===== src/rtl/pipeline_types.sv =====
// Shared pipeline types for the RV32IM core: ID/EX and EX/MEM bundles,
// ALU and mul/div operation encodings, and the decode helper for the ALU.
package pipeline_types;

    localparam logic [6:0] FUNC7_ALT = 7'b0100000;
    localparam logic [6:0] FUNC7_MD  = 7'b0000001;

    typedef struct packed {
        logic       valid;
        logic       mem_en;
        logic       wb_en;
        logic       imm_sel;
        logic       md;
        logic [2:0] func3;
        logic [6:0] func7;
    } ctrl_t;

    typedef struct packed {
        logic [4:0] addr;
    } rd_addr_t;

    typedef struct packed {
        ctrl_t       ctrl;
        logic [31:0] rs1;
        logic [31:0] rs2;
        logic [31:0] imm;
        rd_addr_t    rd;
    } id_ex_t;

    typedef struct packed {
        logic [4:0]  addr;
        logic [31:0] value;
    } rd_res_t;

    typedef struct packed {
        logic [31:0] value;
    } rs_res_t;

    typedef struct packed {
        ctrl_t   ctrl;
        rd_res_t rd;
        rs_res_t rs;
    } ex_mem_t;

    typedef enum logic [3:0] {
        ALU_ADD, ALU_SUB, ALU_SLL, ALU_SLT, ALU_SLTU,
        ALU_XOR, ALU_SRL, ALU_SRA, ALU_OR, ALU_AND
    } alu_op_e;

    // Encoded exactly as func3 of the RV32M instructions.
    typedef enum logic [2:0] {
        MD_MUL    = 3'b000,
        MD_MULH   = 3'b001,
        MD_MULHSU = 3'b010,
        MD_MULHU  = 3'b011,
        MD_DIV    = 3'b100,
        MD_DIVU   = 3'b101,
        MD_REM    = 3'b110,
        MD_REMU   = 3'b111
    } md_op_e;

    typedef enum logic [1:0] {
        MD_IDLE,
        MD_BUSY,
        MD_DONE
    } md_state_e;

    // Map func3 plus the func7 "alternate" bit onto an ALU operation.
    function automatic alu_op_e decode_alu(input logic [2:0] func3, input logic alt);
        case (func3)
            3'b000:  decode_alu = alt ? ALU_SUB : ALU_ADD;
            3'b001:  decode_alu = ALU_SLL;
            3'b010:  decode_alu = ALU_SLT;
            3'b011:  decode_alu = ALU_SLTU;
            3'b100:  decode_alu = ALU_XOR;
            3'b101:  decode_alu = alt ? ALU_SRA : ALU_SRL;
            3'b110:  decode_alu = ALU_OR;
            default: decode_alu = ALU_AND;
        endcase
    endfunction

endpackage


===== src/rtl/ex_stage_muldiv.sv =====
// Iterative RV32M unit: 32 radix-2 steps on operand magnitudes (shift-add
// multiply or restoring divide), then sign fix-up held in DONE until acked.
module muldiv_iter
    import pipeline_types::*;
(
    input  logic        iClk,
    input  logic        nRst,
    input  logic        iStart,
    input  logic [2:0]  iOp,
    input  logic [31:0] iA,
    input  logic [31:0] iB,
    input  logic        iAck,
    output logic        oBusy,
    output logic        oDone,
    output logic [31:0] oResult
);

    md_state_e   state, stateNext;
    logic [4:0]  count;
    md_op_e      opReg;
    logic [31:0] aReg, bReg;      // operand magnitudes
    logic [31:0] hi, lo;          // product {hi,lo}, or remainder hi / quotient lo
    logic        negA, negB, bZero;

    md_op_e      opIn;
    logic        aSigned, bSigned, negAIn, negBIn;
    logic [31:0] absA, absB;
    logic [32:0] mulSum, divShift, divDiff;
    logic        divGe;
    logic [63:0] prodFix;
    logic [31:0] quoFix, remFix;

    // Operand signedness and magnitudes for an op about to start
    always_comb begin
        opIn    = md_op_e'(iOp);
        aSigned = opIn inside {MD_MUL, MD_MULH, MD_MULHSU, MD_DIV, MD_REM};
        bSigned = opIn inside {MD_MUL, MD_MULH, MD_DIV, MD_REM};
        negAIn  = aSigned & iA[31];
        negBIn  = bSigned & iB[31];
        absA    = negAIn ? -iA : iA;
        absB    = negBIn ? -iB : iB;
    end

    // One radix-2 step of each algorithm; the op decides which is kept
    always_comb begin
        mulSum   = {1'b0, hi} + (lo[0] ? {1'b0, aReg} : 33'd0);
        divShift = {hi, lo[31]};
        divGe    = divShift >= {1'b0, bReg};
        divDiff  = divShift - {1'b0, bReg};
    end

    // State register
    always_ff @(posedge iClk or negedge nRst) begin
        if (!nRst) begin
            state <= MD_IDLE;
        end else begin
            // NOTE: sequential state uses non-blocking assignments so every
            // register samples pre-edge values regardless of statement order.
            state <= stateNext;
        end
    end

    // Next-state logic
    always_comb begin
        // NOTE: default first so no path leaves stateNext unassigned, which
        // would otherwise infer a latch.
        stateNext = state;
        case (state)
            MD_IDLE: if (iStart)         stateNext = MD_BUSY;
            MD_BUSY: if (count == 5'd31) stateNext = MD_DONE;
            MD_DONE: if (iAck)           stateNext = MD_IDLE;
            default:                     stateNext = MD_IDLE;
        endcase
    end

    // Operand latch on start, then iterate while BUSY
    always_ff @(posedge iClk or negedge nRst) begin
        if (!nRst) begin
            count <= '0;
            opReg <= MD_MUL;
            aReg  <= '0;
            bReg  <= '0;
            hi    <= '0;
            lo    <= '0;
            negA  <= 1'b0;
            negB  <= 1'b0;
            bZero <= 1'b0;
        end else if (state == MD_IDLE && iStart) begin
            count <= '0;
            opReg <= opIn;
            aReg  <= absA;
            bReg  <= absB;
            hi    <= '0;
            lo    <= opIn[2] ? absA : absB;
            negA  <= negAIn;
            negB  <= negBIn;
            bZero <= (iB == 32'd0);
        end else if (state == MD_BUSY) begin
            count <= count + 5'd1;
            if (opReg[2]) begin
                hi <= divGe ? divDiff[31:0] : divShift[31:0];
                lo <= {lo[30:0], divGe};
            end else begin
                hi <= mulSum[32:1];
                lo <= {mulSum[0], lo[31:1]};
            end
        end
    end

    // Sign correction and result select; divide by zero keeps an all-ones
    // quotient and a remainder equal to the dividend
    always_comb begin
        prodFix = (negA ^ negB) ? -{hi, lo} : {hi, lo};
        quoFix  = bZero ? 32'hFFFF_FFFF : ((negA ^ negB) ? -lo : lo);
        remFix  = negA ? -hi : hi;
        case (opReg)
            MD_MUL:                       oResult = prodFix[31:0];
            MD_MULH, MD_MULHSU, MD_MULHU: oResult = prodFix[63:32];
            MD_DIV, MD_DIVU:              oResult = quoFix;
            default:                      oResult = remFix;
        endcase
    end

    // Busy covers the start cycle too, so the front end stalls at once;
    // forced low during reset
    assign oBusy = nRst & ((state == MD_IDLE && iStart) || state == MD_BUSY);
    assign oDone = (state == MD_DONE);

endmodule


===== src/rtl/ex_stage.sv =====
// Execute stage: single-cycle ALU and address generation, plus the iterative
// mul/div unit that stalls the front end while it runs.
module ex_stage
    import pipeline_types::*;
#(
    parameter int XLEN  = 32,
    parameter bit MD_EN = 1'b1
)(
    input  logic    iClk,
    input  logic    nRst,
    input  logic    iEn,
    input  logic    iStall,
    input  id_ex_t  iID,
    output ex_mem_t oEX,
    output logic    oStall
);

    logic [XLEN-1:0] opB, aluRes, memAddr;
    logic [4:0]      shamt;
    alu_op_e         aluOp;
    logic            aluGo, mdStart;
    logic            mdStall, mdDone;
    logic [31:0]     mdResult;
    ctrl_t           mdCtrl;
    logic [4:0]      mdRdAddr;
    logic [31:0]     mdRs2;
    ex_mem_t         exNext;

    // Inline ALU and load/store address generation
    always_comb begin
        opB     = iID.ctrl.imm_sel ? iID.imm : iID.rs2;
        shamt   = opB[4:0];
        aluOp   = decode_alu(iID.ctrl.func3, |(iID.ctrl.func7 & FUNC7_ALT));
        memAddr = iID.rs1 + iID.imm;
        case (aluOp)
            ALU_ADD:  aluRes = iID.rs1 + opB;
            ALU_SUB:  aluRes = iID.rs1 - opB;
            ALU_SLL:  aluRes = iID.rs1 << shamt;
            ALU_SLT:  aluRes = {{(XLEN-1){1'b0}}, $signed(iID.rs1) < $signed(opB)};
            ALU_SLTU: aluRes = {{(XLEN-1){1'b0}}, iID.rs1 < opB};
            ALU_XOR:  aluRes = iID.rs1 ^ opB;
            ALU_SRL:  aluRes = iID.rs1 >> shamt;
            ALU_SRA:  aluRes = XLEN'($signed(iID.rs1) >>> shamt);
            ALU_OR:   aluRes = iID.rs1 | opB;
            default:  aluRes = iID.rs1 & opB;
        endcase
    end

    assign aluGo   = iEn & iID.ctrl.valid & ~iID.ctrl.md;
    assign mdStart = iEn & iID.ctrl.valid & iID.ctrl.md;

    generate
        if (MD_EN) begin : g_md
            muldiv_iter u_muldiv (
                .iClk    (iClk),
                .nRst    (nRst),
                .iStart  (mdStart),
                .iOp     (iID.ctrl.func3),
                .iA      (iID.rs1),
                .iB      (iID.rs2),
                .iAck    (~iStall),
                .oBusy   (mdStall),
                .oDone   (mdDone),
                .oResult (mdResult)
            );
        end else begin : g_no_md
            // Mul/div instructions fall through to the bubble path below.
            assign mdStall  = 1'b0;
            assign mdDone   = 1'b0;
            assign mdResult = '0;
        end
    endgenerate

    // Capture the mul/div instruction's side-band fields while it is stalled
    // so the result is tagged correctly even if upstream moves on in DONE
    always_ff @(posedge iClk or negedge nRst) begin
        if (!nRst) begin
            mdCtrl   <= '0;
            mdRdAddr <= '0;
            mdRs2    <= '0;
        end else if (mdStall) begin
            mdCtrl   <= iID.ctrl;
            mdRdAddr <= iID.rd.addr;
            mdRs2    <= iID.rs2;
        end
    end

    // Next EX/MEM bundle: mul/div result, bubble, or ALU/memory result
    always_comb begin
        exNext = '0;
        if (mdDone) begin
            exNext.ctrl     = mdCtrl;
            exNext.rd.addr  = mdRdAddr;
            exNext.rd.value = mdResult;
            exNext.rs.value = mdRs2;
        end else if (!mdStall && aluGo) begin
            exNext.ctrl     = iID.ctrl;
            exNext.rd.addr  = iID.rd.addr;
            exNext.rd.value = iID.ctrl.mem_en ? memAddr : aluRes;
            exNext.rs.value = iID.rs2;
        end
    end

    // EX/MEM pipeline register, held while the memory stage stalls
    always_ff @(posedge iClk or negedge nRst) begin
        if (!nRst) begin
            oEX <= '0;
        end else if (!iStall) begin
            oEX <= exNext;
        end
    end

    assign oStall = mdStall;

endmodule


===== config.mk =====
export PLATFORM = sky130hd
export DESIGN_NAME = ex_stage
export DESIGN_NICKNAME = d
export VERILOG_FILES = /design/src/rtl/pipeline_types.sv /design/src/rtl/ex_stage_muldiv.sv /design/src/rtl/ex_stage.sv
export SDC_FILE = /design/constraint.sdc
export NUM_CORES = 2
export LEC_CHECK = 0
export BUFFER_PORTS_ARGS = -buffer_cell sky130_fd_sc_hd__buf_4
export CORE_UTILIZATION = 57
export DETAILED_ROUTE_END_ITERATION = 12
export PLACE_DENSITY = 0.85
export REMOVE_ABC_BUFFERS = 1
export SYNTH_ARGS = -nofsm -noshare
export SYNTH_HDL_FRONTEND = slang
export SYNTH_SLANG_ARGS = --single-unit

===== constraint.sdc =====
create_clock -name iClk -period 3.3 [get_ports iClk]
set_input_delay 0.66 -clock iClk [delete_from_list [all_inputs] [get_ports iClk]]
set_output_delay 0.66 -clock iClk [all_outputs]
set_load 0.01 [all_outputs]

; Word-level counts from Yosys, hierarchy flattened
; Cells that the tools add are included.
[word_totals]
regBits = 277
output_inout_bits = 85
wordCells = 127
[classes]
addsub = 11
n_lt_le_gt_ge = 3
eq_ne = 25
n_shift = 3
muxes = 30
bitwise = 11
reduce_logical = 15
[op_table]
columns = op, n
row1 = $mux W32, 16
row2 = $pmux W32 S9, 1
row3 = $mux W84, 2
row4 = $neg A32 Y32, 4
row5 = $pmux W32 S3, 1
row6 = $add A32 B32 Y32, 2
row7 = $lt A32 B32 Y1, 2
row8 = $mux W64, 1
row9 = $neg A64 Y64, 1
row10 = $sub A32 B32 Y32, 2
row11 = $add A32 B32 Y33, 1
row12 = $ge A33 B32 Y1, 1
row13 = $and A32 B32 Y32, 1
row14 = $logic_not A32 Y1, 1
row15 = $or A32 B32 Y32, 1
row16 = $shl A32 B5 Y32, 1
row17 = $shr A32 B5 Y32, 1
row18 = $sshr A32 B5 Y32, 1
row19 = $xor A32 B32 Y32, 1
row20 = $pmux W4 S7, 1
row21 = $eq A4 B3 Y1 const B, 4
row22 = $eq A3 B3 Y1 const B, 5
row23 = $eq A3 B2 Y1 const B, 4
row24 = $mux W5, 2
row25 = other kinds (28), 41

; Depth between registers and ports, before layout
[logic_depth]
depth_word = 9
ltp_mapped = 17
depth_no_buf = 14

; Cells and area by module
; Synthesis repeated with hierarchy kept, for this count alone.
[unflattened]
cells_unflattened = 3989
hier_area_um2 = 30803.3
[by_module_without_submodules]
columns = module, instances, cells_each, area_per_inst_um2
row1 = ex_stage, 1, 2140, 16783.6
row2 = muldiv_iter, 1, 1849, 14019.7

; Least setup slack after synthesis
; OpenSTA, ideal clock, no wires.
[synth_timing]
path_type = input to register
from = in iID[112] (netlist name)
to = reg oEX[58] (netlist name)
setup_ns = 0.126
arrival_time_ns = 4.714
t_required_ns = 3.174
setup_slack_ns = -1.540
path_stages = 16
path_buffers = 5
path_cell_list = buf_2 > mux2i_1 > clkbuf_1 > clkbuf_1 > buf_1 > ha_1 > buf_2 > a211o_1 > a311oi_1 > a221o_1 > a2111oi_0 > o21bai_1 > a31oi_1 > xnor2_1 > o2111ai_1 > a221o_1
[synth_via]
elab_chain_cells = 6
[synth_rtl]
columns = item, line
row1 = start: declaration, ex_stage.sv:13  ; input id_ex_t iID,
row2 = $mux W32 *, ex_stage.sv:31  ; opB = iID.ctrl.imm_sel ? iID.imm : iID.rs2;
row3 = $sub A32 B32 Y32 (tied with other cells), ex_stage.sv:37  ; ALU_SUB: aluRes = iID.rs1 - opB;
row4 = $pmux W32 S9 *, ex_stage.sv:35  ; case (aluOp)
row5 = $mux W32 *, ex_stage.sv:99  ; exNext.rd.value = iID.ctrl.mem_en ? memAddr : aluRes;
row6 = $mux W84 *, ex_stage.sv:96  ; end else if (!mdStall && aluGo) begin
row7 = $mux W84 *, ex_stage.sv:91  ; if (mdDone) begin
row8 = end signal: assignment, ex_stage.sv:109  ; oEX <= exNext;
row9 = end: declaration, ex_stage.sv:14  ; output ex_mem_t oEX,
; Mark *: on every way between the ends. The rest lies on a longest branch, timed or not.
; A chain may end at the register's enable or synchronous reset.

; Worst setup path after layout
[layout_timing]
from = reg g_md.u_muldiv.lo[0]
to = reg g_md.u_muldiv.hi[28]
[layout_via]
elab_chain_cells = 5
[layout_rtl]
columns = item, line
row1 = start: declaration, ex_stage_muldiv.sv:22  ; logic [31:0] hi, lo;
row2 = start signal: assignment, ex_stage_muldiv.sv:94  ; lo <= opIn[2] ? absA : absB;
row3 = start signal: assignment, ex_stage_muldiv.sv:102  ; lo <= {lo[30:0], divGe};
row4 = start signal: assignment, ex_stage_muldiv.sv:105  ; lo <= {mulSum[0], lo[31:1]};
row5 = $mux W32, ex_stage_muldiv.sv:46  ; mulSum = {1'b0, hi} + (lo[0] ? {1'b0, aReg} : 33'd0);
row6 = $add A32 B32 Y33, ex_stage_muldiv.sv:46
row7 = $mux W32, ex_stage_muldiv.sv:100  ; if (opReg[2]) begin
row8 = $mux W32, ex_stage_muldiv.sv:98  ; end else if (state == MD_BUSY) begin
row9 = $mux W32, ex_stage_muldiv.sv:88  ; end else if (state == MD_IDLE && iStart) begin
row10 = end signal: assignment, ex_stage_muldiv.sv:101  ; hi <= divGe ? divDiff[31:0] : divShift[31:0];
row11 = end signal: assignment, ex_stage_muldiv.sv:104  ; hi <= mulSum[32:1];
row12 = end: declaration, ex_stage_muldiv.sv:22
; No other way between the ends. The select of a mux whose other input is x is not followed.

==> reports/qor.txt <==
Vias -> 39,004
vias in the first global route -> 36,904
Rows -> 84
final setup margin -> -0.446 ns
Starting Density -> 58.2%
Pwr Total -> 31,500 uW
Setup CP Type -> register to register
delay of the slowest critical-path stage -> 0.44 ns
part of the power in combinational logic -> 69.2%
pin count of the biggest net entering global routing -> 149
leak pwr -> 0.0189 uW
total core area -> 53,100 um2
CTS root buf -> clkbuf_16
Setup TNS Final -> -3.21 ns
slew margin rel. -> 29.3%
Final setup viols -> 34
CP cell instances -> dlymetal6s2s_1, and2_1, ha_4, a211oi_4, o211ai_1, a32oi_4, o221ai_4, nand3_2, a21oi_2, buf_4, o21bai_1, a31oi_1, a22o_1
CTS H-tree lvls -> 2
vias per cell -> 7.00
most common cell after layout, fill and taps aside -> buf_4
CP top delay family -> compound AO/OA/AOI/OAI gates
Pre-antenna DRT Iters -> 11
Crit path buffers/inverters -> 2
global route overflow -> 0
GRT Resource Usage Total -> 53.8%
power per cell area -> 761 nW/um2
outcome -> complete, but fails checks
nets -> 5,183
Tcrit/Tclk final -> 114%
Startpoint Class -> register
failing checks -> setup timing
worst hold path class -> primary input to async pin
antenna violations before repair -> 4
Synth top area share -> 22.4%
synth top area cells -> dfrtp_1 22%, ha_1 8.1%, o21ai_0 6.6%
Avg Inst Size Synth -> 7.67 um2
fmax -> 0.267 GHz
clock tree sinks -> 277
#FFs+latches synth -> 277
Primary FF master, synth -> dfrtp_1
Switch Pwr -> 15,500 uW
post-synthesis sequential area ratio -> 22.4%
crit path launch -> g_md.u_muldiv.lo[0]
clock network fraction of total power -> 13.2%
share of layout cells above drive strength 1 -> 30.2%
die width -> 235 um
drt initial violations -> 5,974
IO Pins -> 205
Syn Inst Count -> 4,030
final hold vios -> 0
highest-delay cell along the critical path -> dfrtp_2
post-synthesis cell area -> 30,900 um2
Area Overhead vs Synth -> 34.1%
final hold slack -> 0.281 ns
Multi-input gate area -> 23,100 um2
DRC -> 0
CP max FO -> 6
HPWL after DPL -> 117,000 um
Port Buffers -> 204
Final Max Tran Viols -> 0
Netlist cell types -> 95
clk_skew -> 0.0345 ns
reg2reg start -> g_md.u_muldiv.lo[0]
FF/Latch Area -> 6930 um2
commonest non-fill, non-tap cells in the layout -> 1,078 x buf_4, 425 x nand2_1, 383 x o21ai_0, 293 x a21oi_1, 289 x nor2_1
fraction of registers with async set/reset -> 100%
max_cap viols -> 0
Worst-path clk slew -> 0.07 ns
fillers -> 3,680
Die Y -> 235 um
CTS max path bufs -> 3
Final Util -> 78.1%
RD Place Congestion -> 1.12
clk_lat worst skew -> 0.60 ns
Critical Path RT -> 3.76 ns
crit path time final -> 3.75 ns
Post-synth EDFFs -> 0
WL per Instance -> 28.6 um
cell taking the most area after synthesis -> dfrtp_1
area of placed instances -> 38,900 um2
WL final -> 159,000 um
post-route cell area -> 41,400 um2
die area -> 55,200 um2
Seq pwr share -> 17.7%
CTS tree -> yes
Crit. End Element -> register
CTS Buf Count -> 34
Internal -> 16,000 uW
Net Sw Frac -> 49.1%
crit path DAT -> 4.20 ns
post-route ant nets -> 0
RSZ-0062 raised after global routing -> yes
Peak VDD IR -> 0.977 mV
synth warn -> 0
Tightest Pin Transition -> 1.06 ns
global-route wire length before repair -> 226,000 um
[area by class of cell]
type,count,area share (%)
Clock buffer,46,2.28
Clock inverter,15,0.607
Antenna cell,2,0.0121
Sequential cell,277,16.7
Timing Repair Buffer,1114,21.0
Inverter,173,1.58
Multi-Input combinational cell,3259,55.7
Tap cell,688,2.08
[cell families after synthesis]
family / count (synthesis) / synth area share (%)
xor+xnor: 236 / 6.69
fa+ha+maj: 204 / 8.38
buf+inv: 494 / 6.28
simple gates: 1178 / 17.7
compound gates: 1381 / 28.9
flops: 277 / 22.4
mux: 260 / 9.67
[routing by layer]
layer	GRT usage, %	vias up	routed length [um]	part of all wire [%]
met4	47.3	4	18600	12
li1	-	16453	-	-
met1	63.6	18070	54000	34
met3	13.7	1179	20900	13
met2	81.5	3298	65900	41
met5	0	-	23	0.014
[state kept, by name (all words and copies together) (netlist names), 5 cells and up]
register and flops:
mdRdAddr 5, g_md.u_muldiv.bReg 32, mdCtrl 15, mdRs2 32, oEX 84, g_md.u_muldiv.count 5
g_md.u_muldiv.lo 32, g_md.u_muldiv.aReg 32, g_md.u_muldiv.hi 32
[final timing paths]
check | to | slack, ns | depth (start not counted)
worst min-delay path | g_md.u_muldiv.hi[9] | 0.28 | 2
max in group asynchronous | g_md.u_muldiv.lo[25] | 1.50 | 3
worst max register to register | g_md.u_muldiv.hi[28] | -0.45 | 13
worst min register to register | g_md.u_muldiv.aReg[24] | 0.48 | 2
worst max-delay path | g_md.u_muldiv.hi[28] | -0.45 | 13
min in group iClk | mdCtrl[1] | 0.32 | 2
[what timing repair did]
item,in CTS,in global routing
hold buffers,0,0
gates cloned,1,1
buffers inserted,6,22
endpoints found under the setup margin,38,48
resized for setup,84,161
hold endpoints to repair,0,0
pin swaps,27,73
[stage by stage]
| stage | instances | setup WS (ns) |
|---|---|---|
| final | 5574 | -0.446 |
| after global routing | 5572 | -0.518 |
| after CTS | 5550 | -0.0228 |
| after detailed placement | 5484 | -0.909 |
| after global placement | 5484 | -0.907 |
| after floorplan | 3709 | -5.97 |
[power groups by stage]
| stage | clock network (uW) | logic (uW) | registers [uW] |
|---|---|---|---|
| CTS | 4100 | 19500 | 5450 |
| global placement | 0 | 18600 | 5390 |
| detailed placement | 0 | 19000 | 5470 |
| finish | 4150 | 21800 | 5560 |
| floorplan | 0 | 11500 | 5630 |
| global route | 4220 | 22900 | 5640 |
[cells in the mapped netlist, types with 16 or more instances]
library cell	count
o211ai_1	62
a21o_1	55
a221oi_1	28
mux2i_1	167
nand4_1	21
inv_1	169
mux2_2	69
a21oi_1	306
nand2b_1	35
o22ai_1	20
nand2_1	428
nor2_1	292
dfrtp_1	277
a211oi_1	52
a22oi_1	85
mux4_2	22
buf_1	37
or2_2	16
xor2_1	94
a31oi_1	47
or3_1	47
nor3_1	84
o21ai_0	408
buf_2	24
nor2b_1	24
xnor2_1	142
o21bai_1	17
o221ai_1	42
o31ai_1	47
and3_1	20
o21a_1	20
nand3_1	83
clkbuf_1	248
and2_1	47
ha_1	199
nor4_1	32
Note: power is estimated with default switching activity, not from simulation.
